### config.mk
export PLATFORM = sky130hd
export DESIGN_NAME = uart_rx_fifo
export DESIGN_NICKNAME = d
export VERILOG_FILES = /design/src/rtl/uart_rx_fifo.sv
export SDC_FILE = /design/constraint.sdc
export NUM_CORES = 1
export LEC_CHECK = 0
export BUFFER_PORTS_ARGS = -buffer_cell sky130_fd_sc_hd__buf_4
export CAP_MARGIN = 20
export CORE_ASPECT_RATIO = 1.1
export CORE_MARGIN = 4
export CORE_UTILIZATION = 40
export DETAILED_ROUTE_END_ITERATION = 7
export GPL_TIMING_DRIVEN = 0
export PLACE_DENSITY = 0.6
export SYNTH_ARGS = -nofsm -noshare
export SYNTH_HDL_FRONTEND = slang
export SYNTH_SLANG_ARGS = --single-unit
### constraint.sdc
create_clock -name wb_clk -period 2.5 [get_ports wb_clk]
set_input_delay 0.25 -clock wb_clk [delete_from_list [all_inputs] [get_ports wb_clk]]
set_output_delay 0.25 -clock wb_clk [all_outputs]
set_load 0.03 [all_outputs]
### src/rtl/uart_rx_fifo.sv
// uart_rx_fifo: UART receiver feeding a small byte FIFO.
//
// Deserialises 8N1 frames from the asynchronous rx pin. Each good byte goes
// into a FIFO that the bus bridge reads as a valid/ready byte stream. Two
// sticky error flags report framing errors and bytes dropped on a full FIFO.
//
// Optional build macro: UART_RX_PARITY_EN. When it is defined, an even-parity
// bit is expected between the data bits and the stop bit (8E1 framing). A
// parity mismatch discards the byte and raises o_frame_err.
//
// Ports:
//   wb_clk       in   system clock
//   wb_rst       in   synchronous active-high reset
//   i_rxd        in   asynchronous serial input, idle high
//   o_data[7:0]  out  byte at the FIFO head (0 while the FIFO is empty)
//   o_valid      out  FIFO non-empty
//   i_ready      in   consumer takes o_data; a pop happens on o_valid & i_ready
//   o_frame_err  out  sticky: bad stop bit (or a parity mismatch)
//   o_overrun    out  sticky: byte dropped because the FIFO was full
//   i_err_clr    in   one-cycle pulse that clears both sticky flags
//   o_busy       out  receiver FSM is not idle
module uart_rx_fifo #(
    parameter int CLK_FREQ   = 12_000_000,
    parameter int BAUD       = 115200,
    parameter int FIFO_DEPTH = 4
) (
    input  logic       wb_clk,
    input  logic       wb_rst,
    input  logic       i_rxd,
    output logic [7:0] o_data,
    output logic       o_valid,
    input  logic       i_ready,
    output logic       o_frame_err,
    output logic       o_overrun,
    input  logic       i_err_clr,
    output logic       o_busy
);

    localparam int CPB   = CLK_FREQ / BAUD;
    localparam int HALF  = CPB / 2;
    localparam int CNT_W = (CPB > 1) ? $clog2(CPB) : 1;
    localparam int PTR_W = $clog2(FIFO_DEPTH);

    typedef enum logic [2:0] {
        ST_IDLE,
        ST_START,
        ST_DATA,
        ST_PARITY,
        ST_STOP,
        ST_BRK
    } state_t;

    state_t           state_q;
    logic             sync1_q;
    logic             rx_s_q;
    logic [CNT_W-1:0] cnt_q;
    logic [CNT_W-1:0] lim_m1;
    logic             tick;
    logic [2:0]       bit_idx_q;
    logic [7:0]       shift_q;
    logic             push_q;
    logic             frame_ok;
    logic             frame_set;
`ifdef UART_RX_PARITY_EN
    logic             par_err_q;
`endif

    logic [7:0]       mem_q [FIFO_DEPTH];
    logic [PTR_W:0]   wr_ptr_q, wr_ptr_d;
    logic [PTR_W:0]   rd_ptr_q, rd_ptr_d;
    logic             empty, full, pop, wr_en, ovr_set;
    logic             frame_err_q, overrun_q;

    // Two-flop synchroniser. Both flops reset to idle-high so that the end of
    // reset never looks like a start bit.
    always_ff @(posedge wb_clk) begin
        if (wb_rst) begin
            sync1_q <= 1'b1;
            rx_s_q  <= 1'b1;
        end else begin
            sync1_q <= i_rxd;
            rx_s_q  <= sync1_q;
        end
    end

    // The start bit is sampled after half a bit time; every other sample
    // comes one full bit time after the previous one, i.e. at mid-bit.
    assign lim_m1 = (state_q == ST_START) ? CNT_W'(HALF - 1) : CNT_W'(CPB - 1);
    assign tick   = (cnt_q == lim_m1);

`ifdef UART_RX_PARITY_EN
    assign frame_ok = rx_s_q && !par_err_q;
`else
    assign frame_ok = rx_s_q;
`endif
    assign frame_set = (state_q == ST_STOP) && tick && !frame_ok;

    always_ff @(posedge wb_clk) begin
        if (wb_rst) begin
            state_q   <= ST_IDLE;
            cnt_q     <= '0;
            bit_idx_q <= '0;
            push_q    <= 1'b0;
`ifdef UART_RX_PARITY_EN
            par_err_q <= 1'b0;
`endif
        end else begin
            push_q <= 1'b0;
            cnt_q  <= tick ? '0 : cnt_q + CNT_W'(1);
            case (state_q)
                ST_IDLE: begin
                    cnt_q <= '0;
                    if (!rx_s_q) state_q <= ST_START;
                end
                ST_START: begin
                    if (tick) begin
                        // A line that is already high again was only a glitch.
                        if (rx_s_q) begin
                            state_q <= ST_IDLE;
                        end else begin
                            state_q   <= ST_DATA;
                            bit_idx_q <= '0;
                        end
                    end
                end
                ST_DATA: begin
                    if (tick) begin
                        bit_idx_q <= bit_idx_q + 3'd1;
                        if (bit_idx_q == 3'd7) begin
`ifdef UART_RX_PARITY_EN
                            state_q <= ST_PARITY;
`else
                            state_q <= ST_STOP;
`endif
                        end
                    end
                end
`ifdef UART_RX_PARITY_EN
                ST_PARITY: begin
                    if (tick) begin
                        // Even parity: data bits plus parity bit XOR to 0.
                        par_err_q <= rx_s_q ^ (^shift_q);
                        state_q   <= ST_STOP;
                    end
                end
`endif
                ST_STOP: begin
                    if (tick) begin
                        if (frame_ok) begin
                            push_q  <= 1'b1;
                            state_q <= ST_IDLE;
                        end else if (!rx_s_q) begin
                            state_q <= ST_BRK;
                        end else begin
                            state_q <= ST_IDLE;
                        end
                    end
                end
                ST_BRK: begin
                    // Hold off until the line returns high so that a break
                    // is reported once instead of as a stream of bad frames.
                    cnt_q <= '0;
                    if (rx_s_q) state_q <= ST_IDLE;
                end
                default: begin
                    state_q <= ST_IDLE;
                    cnt_q   <= '0;
                end
            endcase
        end
    end

    // LSB-first shift. The byte stays put until the next frame's first data
    // sample, so the push one cycle after the stop sample can read it here.
    always_ff @(posedge wb_clk) begin
        if (state_q == ST_DATA && tick) begin
            shift_q <= {rx_s_q, shift_q[7:1]};
        end
    end

    // FIFO with one extra pointer bit to tell full from empty.
    assign empty   = (wr_ptr_q == rd_ptr_q);
    assign full    = (wr_ptr_q[PTR_W] != rd_ptr_q[PTR_W]) &&
                     (wr_ptr_q[PTR_W-1:0] == rd_ptr_q[PTR_W-1:0]);
    assign pop     = !empty && i_ready;
    // A pop in the same cycle frees the slot, so a push into a full FIFO
    // still succeeds when the head is being taken.
    assign wr_en   = push_q && (!full || pop);
    assign ovr_set = push_q && full && !pop;

    assign wr_ptr_d = wr_en ? wr_ptr_q + (PTR_W+1)'(1) : wr_ptr_q;
    assign rd_ptr_d = pop   ? rd_ptr_q + (PTR_W+1)'(1) : rd_ptr_q;

    always_ff @(posedge wb_clk) begin
        if (wb_rst) begin
            wr_ptr_q <= '0;
            rd_ptr_q <= '0;
        end else begin
            wr_ptr_q <= wr_ptr_d;
            rd_ptr_q <= rd_ptr_d;
        end
    end

    always_ff @(posedge wb_clk) begin
        if (wr_en) begin
            mem_q[wr_ptr_q[PTR_W-1:0]] <= shift_q;
        end
    end

    // Sticky flags: a new error in the clear cycle keeps the flag set.
    always_ff @(posedge wb_clk) begin
        if (wb_rst) begin
            frame_err_q <= 1'b0;
            overrun_q   <= 1'b0;
        end else begin
            frame_err_q <= frame_set | (frame_err_q & ~i_err_clr);
            overrun_q   <= ovr_set   | (overrun_q   & ~i_err_clr);
        end
    end

    assign o_valid     = !empty;
    assign o_data      = o_valid ? mem_q[rd_ptr_q[PTR_W-1:0]] : 8'h00;
    assign o_frame_err = frame_err_q;
    assign o_overrun   = overrun_q;
    assign o_busy      = (state_q != ST_IDLE);

endmodule

# --- After elaboration in Yosys (flattened, before gate mapping) ---
# Memories as Yosys holds them, arrays and structs flattened. A register that Yosys moved wholly into a read port is not among the register bits.
# Cells that the tools add are included.
word_totals:
  reg_bits: 32
  latchBits: 0
  ramBits: 32
  rom_bits: 0
  inputBits: 5
  output_inout_bits: 12
  elab_cells: 81
  mem_count: 1
memory_table:
  columns: ["memory", "depth", "word_bits", "rd", "rd_ports_with_merged_regs", "write_ports", "line", "source"]
  rows:
  - ["mem_q", 4, 8, 1, 1, 1, "68", "logic [7:0] mem_q [FIFO_DEPTH];"]
classes:
  add_sub_neg: 4
  mul: 0
  div: 0
  magnitude_cmp: 0
  n_eq_ne: 16
  shift: 0
  mux: 20
  bitwise_logic: 8
  n_reduce_logical: 21
op_table:
  columns: ["cell", "count"]
  rows:
  - ["3-bit two-way mux", 10]
  - ["3-bit one-hot mux with 5 select lines", 1]
  - ["2-bit != test, second input constant", 7]
  - ["3-bit by 1-bit adder with 3-bit output, second input constant", 3]
  - ["3-bit equality test, second input constant", 3]
  - ["3-bit OR reduction", 3]
  - ["1-bit logical AND", 8]
  - ["8-bit two-way mux", 1]
  - ["7-bit by 1-bit adder with 7-bit output, second input constant", 1]
  - ["7-bit equality test", 1]
  - ["7-bit two-way mux", 1]
  - ["2-bit two-way mux", 3]
  - ["3-bit one-hot mux with 2 select lines", 1]
  - ["6-bit AND reduction", 1]
  - ["1-bit logical NOT", 4]
  - ["1-bit inverter", 4]
  - ["4-bit AND reduction", 1]
  - ["3-bit by 1-bit equality test with 1-bit output, second input constant", 1]
  - ["3-bit by 2-bit equality test with 1-bit output, second input constant", 1]
  - ["3-bit equality test", 1]
  - ["3-bit logical NOT", 1]
  - ["1-bit two-way mux", 3]
  - ["3-bit nonzero test", 1]
  - ["1-bit AND", 2]
  - ["5 further kinds", 6]

# --- Logic depth before layout (Yosys ltp) ---
# Gate-level depths: netlist (run 1).
depth:
  ltp_word: 7
  mapped_depth: 6
  mapped_depth_nobuf: 5

# --- Least setup slack after synthesis (run 1) ---
# OpenSTA, ideal clock, no wires.
synth_path:
  path_type: "register -> register"
  from: "reg cnt_q[0]"
  to: "reg shift_q[0], enable pin"
  setup_time_ns: 0.373
  t_arrival_ns: 1.480
  required_time_ns: 2.127
  setup_slack_ns: 0.646
  stages_incl_launch_ff: 5
  synth_period_minus_slack_ns: 1.854
  path_cell_list: "dfxtp_1 ha_1 nand3b_4 nor4b_2 nor2b_1"
synth_via:
  elab_chain_cells: 2
synth_rtl:
  columns: ["element", "line", "source"]
  rows:
  - ["start: declaration", "56", "logic [CNT_W-1:0] cnt_q;"]
  - ["start signal: assignment", "109", "cnt_q <= tick ? '0 : cnt_q + CNT_W'(1);"]
  - ["7-bit equality test", "89", "assign tick = (cnt_q == lim_m1);"]
  - ["1-bit logical AND", "176", "if (state_q == ST_DATA && tick) begin"]
  - ["end signal: assignment", "177", "shift_q <= {rx_s_q, shift_q[7:1]};"]
  - ["end: declaration", "60", "logic [7:0] shift_q;"]
# Every way passes these cells.
# A chain may end at the register's enable or synchronous reset.

# --- Worst setup path in the final report (run 1) ---
layout_path:
  from: "reg cnt_q[0]"
  to: "reg shift_q[6], enable pin"
# Same word-level chain as after synthesis.

==> results of run 1 <==
path summary, 6_finish.rpt:
| check | startpoint | end | slack, ns | cells after the start |
|---|---|---|---|---|
| max reg2reg | cnt_q[0] | shift_q[6] | 0.20 | 4 |
| min | i_rxd | sync1_q | 0.11 | 2 |
| min reg2reg | sync1_q | frame_ok | 0.41 | 1 |
| max | cnt_q[0] | shift_q[6] | 0.20 | 4 |
report_power, final:
| part | switching, mW | internal, mW | leakage (nW) |
|---|---|---|---|
| logic | 0.0168 | 0.0133 | 0.532 |
| clock network | 0.394 | 0.662 | 0.123 |
| registers | 0.00223 | 1.14 | 0.569 |
| total | 0.413 | 1.82 | 1.22 |
per-stage QoR:
step                hold WS (ns)  setup slack (ns)  cell area (sq um)
floorplan                 0.3538            0.6464               2788
global placement          0.3939            0.2093               3003
detailed placement        0.3979            0.1671               3003
CTS                      0.08293            0.1732               3249
global route             0.09212           0.08731               3249
finish                    0.1091            0.2046               3249
cell usage after synthesis (all sizes together), types with 6 or more instances:
master and number:
o21ai 6, xor2 8, dfxtp 26, ha 8, nor2 18, edfxtp 40, nor2b 11, mux4 8
xnor2 7, inv 6
sequential cells by signal (all words and copies together), names as in the netlist, 3 cells and up, named ones only:
signal / flops
mem_q: 32
cnt_q: 7
wr_ptr_q: 3
shift_q: 8
rd_ptr_q: 3
bit_idx_q: 3
state_q: 3
final cells by class:
type,instances,area (sq um),area share [%]
clock inverters,7,117.6,3.620
well taps,82,102.6,3.157
plain buffers,8,53.80,1.656
multi-input cells,117,994.7,30.61
repair buffers,15,112.6,3.466
inverters,6,22.52,0.6931
clock buffers,9,123.9,3.812
flip-flops and latches,66,1722,52.98
critical path: stages, from the launching register on:
cell	delay, ns
dfxtp_1	0.34
ha_1	0.26
nand3b_4	0.15
nor4b_2	0.47
nor2b_1	0.70
per-layer routing:
metal  part of all wire [%]  vias up
li1                       -      782
met1                     46      743
met2                     48       25
met3                    4.0        8
met4                    1.6        0
met5                      0        -
kinds of logic after synthesis:
group | Yosys count
multiplexers | 11
AND/OR/NAND/NOR | 61
buffers and inverters | 14
XOR/XNOR | 15
AO/OA/AOI/OAI | 22
flip-flops | 66
adder cells (fa/ha/maj) | 8
placed cells by master, fill, tap and decap left out, types with 3 or more instances in the layout:
cell type,count
buf_4,16
xor2_1,8
edfxtp_1,40
mux2i_1,3
nor2_1,18
xnor2_1,7
dfxtp_1,26
nand3b_1,3
nand3_1,3
a21oi_1,4
nor2b_1,11
clkbuf_8,10
o21ai_0,5
and3_1,3
inv_1,6
and2_1,4
mux4_2,8
ha_1,8
bufinv_16,3
==> run_results.csv, run 1 <==
group,metric,value,unit
placement,place_inst,294,
sta,max_clock_freq,0.4357,GHz
sta,finalSetupViolCount,0,
route,ant_nets,0,
worst_hold_path,min_path_type,"in -> reg",
route,vias,1558,
clocking,cts.reportedPaths.clkPinSlew,0.07,ns
synth,synth_edf_count,40,
synth,synthMuxAreaShare,7.540,%
sta,fin_setup_tns,0,ns
synth,synth_simple_gate_area_share,13.96,%
clocking,cts_resized,1,
grt,use_met1,15.03,%
power_and_ir_drop,p_leak,1.225,nW
worst_setup_path,crit_arrival,2.25,ns
job,cap_viol_max_count,0,
die,die_y,95.56,um
route,routedWlPerCell,14.52,um
power_and_ir_drop,powerDensity,686.7,mW/mm^2
run_status,outcome,"finished, final reports clean",
clocking,cts_hold_buf,0,
worst_setup_path,required,2.46,ns
sta,timing.final.hold_violations,0,
clocking,clockRootBuffer,"clkbuf_8",
clocking,htreeDepth,3,
grt,grt_pass1_wl,7590,um
route,dr.pass1.iters,4,
grt,busiest_layer,"met2",
clocking,post_cts_buffers,0,
placement,place_hpwl,3098,um
grt,grt_max_degree,13,
synth,synth_top_area_cell,"edfxtp_1",
finish,final_cells,310,
grt,grt_overflow,0,
grt,first_global_vias,1553,
clocking,cts_made_buffers,9,
die,core_area,0.006671,sq mm
worst_setup_path,path_max_fanout,8,
sta,drv_slew,0,
finish,final_util,48.71,%
synth,async_flop_share,0,%
synth,synthDistinctLibCells,51,
sta,rsz0062_at_grt,"false",
sta,period_minus_slack,2.295,ns
worst_setup_path,cp-start-kind,"register",
die,core.rowCount,31,
synth,synth_nets,210,
synth,synth_area_leaders,"edfxtp_1 (43%), dfxtp_1 (19%), mux4_2 (6.5%), ha_1 (3.6%), xor2_1 (2.5%)",
worst_setup_path,crit_type,"reg -> reg",
finish,fillers,605,
synth,synth_top_family_by_area,"simple AND/OR/NAND/NOR gates",
grt,gr-usage-met3,4.322,%
die,ioPinCount,17,
die,fp.dieW,87.60,um
synth,synth_ff_type,"edfxtp_1",
power_and_ir_drop,ir_drop,0.0004315,V
grt,met2_usage,19.28,%
synth,synth_fa_ha_area_share,3.591,%
sta,fin_crit_sh,91.82,%
synth,synth_area,0.002788,sq mm
finish,syn2layout_area_growth,16.56,%
sta,max_slew_margin,47.41,%
synth,synth_compound_area_share,5.700,%
synth,syn_area_per_cell,14.15,sq um
grt,antenna_found_initial,0,
route,via_per_inst,5.026,
worst_setup_path,end_kind,"register",
route,drtIter0Drc,47,
grt,gr-usage-all-layers,12.21,%
route,drc,0,
placement,portBuffers,15,
sta,tightest_slew,0.7873,ns
die,floorplan.initialDensity,41.79,%
die,die_area,0.008370,sq mm
synth,synthCells,197,
clocking,tritoncts,"done",
synth,synth_xor_area_share,4.713,%
clocking,clkLatencyLatePin,0.33,ns
clocking,cts_buffer_depth,2,
clocking,cts.sinks,66,
finish,fin_nets,236,
route,wl,4500,um
synth,ys_warn_count,0,
synth,synth-seq-area-share,61.76,%
sta,finClkSkew,0.009112,ns
finish,drive_gt1_share,24.12,%
placement,gp_congestion,0.7873,
synth,synth.top_cell.area_share,43.09,%
power_and_ir_drop,power.total,2.231,mW
synth,ys_ff_latch,66,
finish,num_antenna_cells,0,
Power figures use the tool's default switching activity.
==> run 2: changes to the inputs <==
==> constraint.sdc (replaced) <==
create_clock -name wb_clk -period 2.5 [get_ports wb_clk]
set_input_delay 0.5 -clock wb_clk [delete_from_list [all_inputs] [get_ports wb_clk]]
set_output_delay 0.5 -clock wb_clk [all_outputs]
set_load 0.03 [all_outputs]
==> run_results.csv, run 2 (synthesized netlist as in run 1, its figures left out) <==
group,metric,value,unit
run_status,outcome,"finished, final reports clean",
sta,whs,0.3571,ns
worst_hold_path,min_path_type,"in -> reg",
grt,grt_overflow,0,
worst_setup_path,path_max_fanout,8,
worst_setup_path,ff2ff_path_depth,4,
placement,place_ws,0.08931,ns
grt,grt_pass1_wl,7590,um
route,ant_nets,0,
die,core.rowCount,31,
power_and_ir_drop,power.switching_fraction,18.55,%
die,ioPinCount,17,
clocking,post_cts_buffers,0,
finish,final_util,48.80,%
worst_setup_path,cp-start-kind,"register",
clocking,cts_hold_buf,0,
finish,final_common_cell,"edfxtp_1",
placement,gp_congestion,0.7873,
sta,tightest_slew,0.7739,ns
clocking,cts_made_buffers,9,
finish,syn2layout_area_growth,16.79,%
route,vias,1554,
sta,drv_slew,0,
clocking,cts.sinks,66,
sta,max_slew_margin,48.30,%
sta,timing.final.hold_violations,0,
die,die_area,0.008370,sq mm
route,drtIter0Drc,51,
clocking,cts.reportedPaths.clkPinSlew,0.07,ns
clocking,htreeDepth,3,
grt,grt_max_degree,13,
clocking,clockRootBuffer,"clkbuf_8",
clocking,tritoncts,"done",
grt,antenna_found_initial,0,
power_and_ir_drop,ir_drop,0.0004324,V
sta,setup_ws,0.1861,ns
worst_setup_path,crit_type,"reg -> out",
finish,layout_common_cells,"edfxtp_1 (40), dfxtp_1 (26), nor2_1 (18)",
sta,fin_setup_tns,0,ns
route,wl,4514,um
power_and_ir_drop,clockPowerShare,47.4,%
power_and_ir_drop,p_leak,1.229,nW
sta,period_minus_slack,2.314,ns
die,fp.dieW,87.60,um
power_and_ir_drop,p_switching,414.2,uW
placement,postPlaceCellArea,0.003003,sq mm
worst_setup_path,end_kind,"primary output",
sta,finalSetupViolCount,0,
job,cap_viol_max_count,0,
sta,finClkSkew,0.009112,ns
finish,stdcell_area,0.003256,sq mm
placement,portBuffers,15,
finish,num_antenna_cells,0,
grt,gr-usage-all-layers,12.21,%
die,die_y,95.56,um
route,dr.pass1.iters,4,
die,floorplan.initialDensity,41.79,%
power_and_ir_drop,powerDensity,685.7,mW/mm^2
clocking,cts_buffer_depth,2,
worst_hold_path,hold_depth,2,
finish,drive_gt1_share,24.12,%
power_and_ir_drop,pwr-share-seq,51.3,%
finish,final_cells,310,
sta,rsz0062_at_grt,"false",
worst_setup_path,crit_arrival,1.81,ns
die,core_area,0.006671,sq mm
route,via_per_inst,5.013,
clocking,clkLatencyLatePin,0.33,ns
placement,place_inst,294,
finish,fin_nets,236,
route,drc,0,
worst_setup_path,required,2.00,ns
finish,largest_reg_flops,32,
sta,fin_crit_sh,92.56,%
sta,max_clock_freq,0.4322,GHz
power_and_ir_drop,internal_power,1.818,mW
placement,place_hpwl,3098,um
power_and_ir_drop,power.total,2.232,mW
clocking,cts_resized,1,
route,routedWlPerCell,14.56,um
power_and_ir_drop,combPwrFrac,1.3,%
grt,first_global_vias,1553,
## run 2: cell counts in the layout (fill, tap and decap cells not counted)
No cell type changed its count.
## run 2: layer usage
| metal | global-route usage [%] | wire (um) | up-vias |
|---|---|---|---|
| met1 | 15.03 | 2096 | 741 |
| met4 | 5.371 | 65 | 0 |
| met2 | 19.28 | 2172 | 24 |
| li1 | - | - | 782 |
| met5 | 0 | 0 | - |
| met3 | 4.322 | 180 | 7 |
## run 2: path summary, 6_finish.rpt
path / to / slack (ns) / start
max: o_data[7] / 0.19 / register
min: sync1_q / 0.36 / i_rxd
max reg2reg: shift_q[6] / 0.22 / cnt_q[0]
min reg2reg: frame_ok / 0.41 / sync1_q
## run 2: cell type report
| class | count | area (sq um) |
|---|---|---|
| fill | 604 | 3416 |
| sequential | 66 | 1722 |
| multi-input combinational | 117 | 1001 |
| clock buffer | 9 | 123.9 |
| clock inverter | 7 | 117.6 |
| timing repair buffer | 15 | 112.6 |
| tap | 82 | 102.6 |
| buffer | 8 | 53.80 |
| inverter | 6 | 22.52 |
## run 2: power by group through the flow
stage | clock [mW] | sequential [mW] | combinational (mW)
2_1_floorplan | 0 | 1.17 | 0.0200
3_3_place_gp | 0 | 1.17 | 0.0303
3_5_place_dp | 0 | 1.17 | 0.0303
4_1_cts | 1.09 | 1.15 | 0.0304
5_1_grt | 1.14 | 1.14 | 0.0335
6_report | 1.06 | 1.15 | 0.0300
## run 2: critical path: stages (launching register included)
cell and delay (ns):
dfxtp_1 0.30, clkbuf_2 0.29, mux4_2 0.56, nor2b_1 0.14, buf_4 0.18
